--- config.mk ---
export PLATFORM = sky130hd
export DESIGN_NAME = rf_wb_arbiter_flat
export DESIGN_NICKNAME = d
export VERILOG_FILES = /design/src/rtl/rf_wb_arbiter_if.sv /design/src/rtl/rf_wb_arbiter.sv /design/src/flat_wrapper.sv
export SDC_FILE = /design/constraint.sdc
export NUM_CORES = 1
export LEC_CHECK = 0
export CAP_MARGIN = 20
export CORE_UTILIZATION = 43
export CTS_CLUSTER_SIZE = 28
export DETAILED_ROUTE_END_ITERATION = 7
export GPL_TIMING_DRIVEN = 0
export PLACE_DENSITY = 0.87
export SYNTH_ARGS = -nofsm -noshare
export SYNTH_HDL_FRONTEND = slang
export SYNTH_SLANG_ARGS = --single-unit
--- constraint.sdc ---
create_clock -name clk -period 4.55 [get_ports clk]
set_input_delay 0.91 -clock clk [delete_from_list [all_inputs] [get_ports clk]]
set_output_delay 0.91 -clock clk [all_outputs]
set_load 0.01 [all_outputs]
--- src/rtl/rf_wb_arbiter_if.sv ---
// Writeback bus: requester handshake lanes plus the registered register-file write port.
interface rf_wb_arbiter_if #(
    parameter int NREQ = 3
);
    logic [NREQ-1:0]      req_valid;
    logic [5*NREQ-1:0]    req_addr;
    logic [32*NREQ-1:0]   req_data;
    logic [NREQ-1:0]      req_ready;
    logic                 rf_we;
    logic [4:0]           rf_waddr;
    logic [31:0]          rf_wdata;

    modport master (
        output req_valid, req_addr, req_data,
        input  req_ready, rf_we, rf_waddr, rf_wdata
    );

    modport slave (
        input  req_valid, req_addr, req_data,
        output req_ready, rf_we, rf_waddr, rf_wdata
    );
endinterface

--- src/rtl/rf_wb_arbiter.sv ---
// Round-robin arbiter sharing the register-file write port among NREQ writeback sources.
// The winning write is registered once; x0 writes are accepted but never raise rf_we.
module rf_wb_arbiter #(
    parameter int NREQ  = 3,
    parameter int CNT_W = 16
) (
    input  logic             clk,
    input  logic             rst,
    input  logic             en,
    rf_wb_arbiter_if.slave   bus,
    output logic [CNT_W-1:0] cont_cnt
);
    localparam int IDX_W = (NREQ > 1) ? $clog2(NREQ) : 1;

    logic [IDX_W-1:0] last_grant_q, last_grant_d;
    logic             rf_we_q, rf_we_d;
    logic [4:0]       rf_waddr_q, rf_waddr_d;
    logic [31:0]      rf_wdata_q, rf_wdata_d;
    logic [CNT_W-1:0] cont_cnt_q, cont_cnt_d;

    logic [NREQ-1:0]  grant_oh;
    logic [IDX_W-1:0] grant_idx;
    logic             grant_vld;
    logic [4:0]       win_addr;
    logic [31:0]      win_data;
    int               cand;
    int               n_valid;

    // Wrap is an explicit subtract so non-power-of-two NREQ stays in range.
    always_comb begin
        grant_oh     = '0;
        grant_idx    = last_grant_q;
        grant_vld    = 1'b0;
        cand         = 0;
        n_valid      = 0;
        win_addr     = '0;
        win_data     = '0;
        last_grant_d = last_grant_q;
        rf_we_d      = 1'b0;
        rf_waddr_d   = rf_waddr_q;
        rf_wdata_d   = rf_wdata_q;
        cont_cnt_d   = cont_cnt_q;

        for (int k = 1; k <= NREQ; k++) begin
            cand = int'(last_grant_q) + k;
            if (cand >= NREQ) cand = cand - NREQ;
            if (!grant_vld && en && !rst && bus.req_valid[cand]) begin
                grant_vld = 1'b1;
                grant_idx = IDX_W'(cand);
            end
        end

        for (int i = 0; i < NREQ; i++) begin
            if (bus.req_valid[i]) n_valid = n_valid + 1;
        end

        if (grant_vld) begin
            grant_oh[grant_idx] = 1'b1;
            win_addr     = bus.req_addr[5*int'(grant_idx) +: 5];
            win_data     = bus.req_data[32*int'(grant_idx) +: 32];
            last_grant_d = grant_idx;
            rf_we_d      = (win_addr != 5'd0);
            rf_waddr_d   = win_addr;
            rf_wdata_d   = win_data;
        end

        if (en && n_valid >= 2) cont_cnt_d = cont_cnt_q + CNT_W'(1);
    end

    always_ff @(posedge clk or posedge rst) begin
        if (rst) begin
            last_grant_q <= IDX_W'(NREQ - 1);
            rf_we_q      <= 1'b0;
            rf_waddr_q   <= '0;
            rf_wdata_q   <= '0;
            cont_cnt_q   <= '0;
        end else begin
            last_grant_q <= last_grant_d;
            rf_we_q      <= rf_we_d;
            rf_waddr_q   <= rf_waddr_d;
            rf_wdata_q   <= rf_wdata_d;
            cont_cnt_q   <= cont_cnt_d;
        end
    end

    assign bus.req_ready = grant_oh;
    assign bus.rf_we     = rf_we_q;
    assign bus.rf_waddr  = rf_waddr_q;
    assign bus.rf_wdata  = rf_wdata_q;
    assign cont_cnt      = cont_cnt_q;
endmodule

--- src/flat_wrapper.sv ---
// flat-port wrapper written by rule: the top's interface ports become plain ports
module rf_wb_arbiter_flat 
#(
    parameter int NREQ  = 3,
    parameter int CNT_W = 16
)
  (clk, rst, en, cont_cnt, bus_req_valid, bus_req_addr, bus_req_data, bus_req_ready, bus_rf_we, bus_rf_waddr, bus_rf_wdata);
  rf_wb_arbiter_if #(.NREQ(NREQ)) bus_i ();
  input  logic clk;
  input  logic rst;
  input  logic en;
  output logic [CNT_W-1:0] cont_cnt;
  input wire logic [$bits(bus_i.req_valid)-1:0] bus_req_valid;
  input wire logic [$bits(bus_i.req_addr)-1:0] bus_req_addr;
  input wire logic [$bits(bus_i.req_data)-1:0] bus_req_data;
  output wire logic [$bits(bus_i.req_ready)-1:0] bus_req_ready;
  output wire logic [$bits(bus_i.rf_we)-1:0] bus_rf_we;
  output wire logic [$bits(bus_i.rf_waddr)-1:0] bus_rf_waddr;
  output wire logic [$bits(bus_i.rf_wdata)-1:0] bus_rf_wdata;
  assign bus_i.req_valid = bus_req_valid;
  assign bus_i.req_addr = bus_req_addr;
  assign bus_i.req_data = bus_req_data;
  assign bus_req_ready = bus_i.req_ready;
  assign bus_rf_we = bus_i.rf_we;
  assign bus_rf_waddr = bus_i.rf_waddr;
  assign bus_rf_wdata = bus_i.rf_wdata;
  rf_wb_arbiter #(.NREQ(NREQ), .CNT_W(CNT_W)) u_core (.clk(clk), .rst(rst), .en(en), .bus(bus_i), .cont_cnt(cont_cnt));
endmodule
==> out/metrics.yaml <==
cp.arrival_ps: 3480
diodes: 0
worstSetupEndpointType: "output port"
routed_wirelength_um: 10300
min_period_ps: 4390
io_pins: 174
relSlewSlack_pct: 60.9
synthMostInstantiatedCell: "nor2_1"
yosys-top-cells-count: "nor2_1, a21oi_1, dfrtp_1, mux2i_1, xnor2_1"
fp.dieArea_um2: 7820
synthArstFlopShare_pct: 100
setup_slack_ps: 157
post_cts_buffers: 0
avgRoutedWirePerCell_um: 16.2
netlist.area_leader.share_pct: 42.9
ys_ff_latch: 56
crit_required_ps: 3640
clk_pin_slew_worst_paths_ps: 100
grt_pass1_vias: 3360
crit_fanout: 10
track_usage_pct: 26.7
routed_via_density: 5.26
synth-simple-area-share_pct: 16.1
synth_area_leader_cell: "dfrtp_1"
ys_types: 37
crit_type: "reg2out"
hpwl_um: 8090
synth_cells: 358
synth_compound_area_share_pct: 16.0
netlist_area_um2: 3210
fin_skew_ps: 9.61
r2r-start: "u_core.last_grant_q[1]"
die_w_um: 88.4
status: "complete, no violations"
numPortBuffers: 173
vdd_drop_max_mv: 0.388
synth_edf_count: 0
maxCapViolCount: 0
power_leakage_nw: 2.20
tightest_slew_ps: 586
drc: 0
yosysWarnings: 0
dp_slack_ps: -227
muxShareOfSynthArea_pct: 13.3
via_count: 3360
yosys-top-cells-area: "dfrtp_1, mux2i_1, a21oi_1"
hold_class: "reg2reg"
cts_root_buffer: "clkbuf_8"
dr.first_iter.drc_count: 117
synth-xor-area-share_pct: 4.09
max_freq_mhz: 228
setup_violations: 0
numCtsBuffers: 5
startpoint_type: "flip-flop"
grt-ovfl-total: 0
cts_num_sinks: 56
rsz0062_at_grt: "no"
grt_max_degree: 38
cts_tree: "yes"
cts_hold_buffers: 0
die_h_um: 88.4
setup_tns_ps: 0
nets: 662
synth.net_count: 481
place.gp.congestion: 0.822
timing.final.crit_share_pct: 96.5
synth_top_family_by_area: "simple AND/OR/NAND/NOR gates"
synth_adder_area_share_pct: 2.34
yosysSeqAreaShare_pct: 43.7
core_um2: 7250
powerDensity_nw_per_um2: 626
clk_path_buf_depth: 2
start_util_pct: 44.3
ys.flop_type: "dfrtp_1"
antenna_found_initial: 0
clk_latency_ps: 310
synth_area_per_cell_um2: 8.97
slew_violations: 0
drtPass1Iterations: 5
drive_above_1_share_pct: 5.93
crit_start: "u_core.last_grant_q[1]"
grt_pass1_wl_um: 16000
num_rows: 31
hold_start: "u_core.cont_cnt[15]"
detail-route-antenna-nets: 0
hold_viol_final: 0
h-tree-depth: 2
area_delta_synth_final_pct: 61.5
-- repair_timing --
action	4_1_cts	5_1_grt
setup endpoints to repair	3	3
pin swaps	0	0
resized for setup	5	4
-- cells in the final DEF, fill, tap and decap left out, types with 2 or more instances in the layout --
cell type	count
o21ai_0	5
dfrtp_1	55
dlymetal6s2s_1	2
or3_1	2
and2_1	3
nand2_1	10
mux2i_1	39
a2bb2oi_2	3
o21ai_1	2
clkbuf_2	3
a211oi_2	2
clkbuf_8	5
ha_1	6
nand2b_1	5
dlygate4sd2_1	2
buf_2	7
clkdlybuf4s50_1	169
xor2_1	2
nor2_1	75
and3_1	2
clkbuf_1	10
a21oi_1	73
nand3_1	7
mux2_2	2
buf_4	2
xnor2_1	13
nor3b_1	3
nand4_1	5
inv_1	8
-- per-layer routing --
layer	global-route usage, %	routed length, µm	vias to the layer above
li1	-	-	1597
met2	48.7	5430	149
met1	31.6	3960	1600
met5	0	0	-
met4	7.04	140	0
met3	6.06	809	14
-- kinds of logic after synthesis --
| group | count (synthesis) |
|---|---|
| AO/OA/AOI/OAI | 90 |
| XOR/XNOR | 15 |
| multiplexers | 42 |
| adder cells (fa/ha/maj) | 6 |
| AND/OR/NAND/NOR | 117 |
| flip-flops | 56 |
| buffers and inverters | 32 |
-- worst paths after layout --
check                                          end  slack (ps)  depth (start not counted)
hold reg to reg                u_core.cont_cnt[15]         500                          1
min in group asynchronous  u_core.bus.rf_wdata[27]         980                          2
max in group asynchronous  u_core.bus.rf_wdata[10]        3020                          3
setup reg to reg                  u_core.bus.rf_we        1280                         10
hold / removal                 u_core.cont_cnt[15]         500                          1
setup / recovery                  bus_req_ready[2]         160                         12
-- per-stage QoR --
| step | std cells | hold WS [ps] | area, µm² | util (%) | total power, mW |
|---|---|---|---|---|---|
| after CTS | 639 | 498 | 5180 | 71.4 | 3.25 |
| after floorplan | 358 | 508 | 3210 | - | 2.11 |
| after global routing | 639 | 529 | 5190 | 71.5 | 3.47 |
| after detailed placement | 631 | 479 | 5090 | 70.1 | 2.96 |
| final | 639 | 500 | 5190 | 71.5 | 3.25 |
| after global placement | 630 | 479 | 5070 | 69.9 | 2.88 |
-- state kept, by name, indices dropped and copies added (netlist names) --
signal / cells
u_core.bus.rf_wdata: 32
u_core.cont_cnt: 16
u_core.bus.rf_waddr: 5
u_core.last_grant_q: 2
u_core.bus.rf_we: 1
-- area by class of cell --
class / instances / area, µm²
plain buffers: 23 / 114
clock buffers: 6 / 72.6
clock inverters: 2 / 13.8
fillers: 558 / 2070
inverters: 9 / 33.8
multi-input cells: 270 / 1670
flip-flops and latches: 56 / 1400
well taps: 99 / 124
repair buffers: 174 / 1750
-- power breakdown --
group	internal, mW	switching [mW]
Sequential	0.712	0.138
Combinational	1.02	1.10
Clock	0.110	0.169
-- critical path, stage by stage, from the launching register on --
cell and delay [ps]:
dfstp_2 560, inv_1 70, ha_1 290, buf_4 180, mux2i_1 190, nor2_1 60
or3_1 320, a32o_1 270, buf_2 140, buf_6 150, buf_4 200, nor3b_1 180
clkdlybuf4s50_1 570
Note: power is estimated with default switching activity, not from simulation.
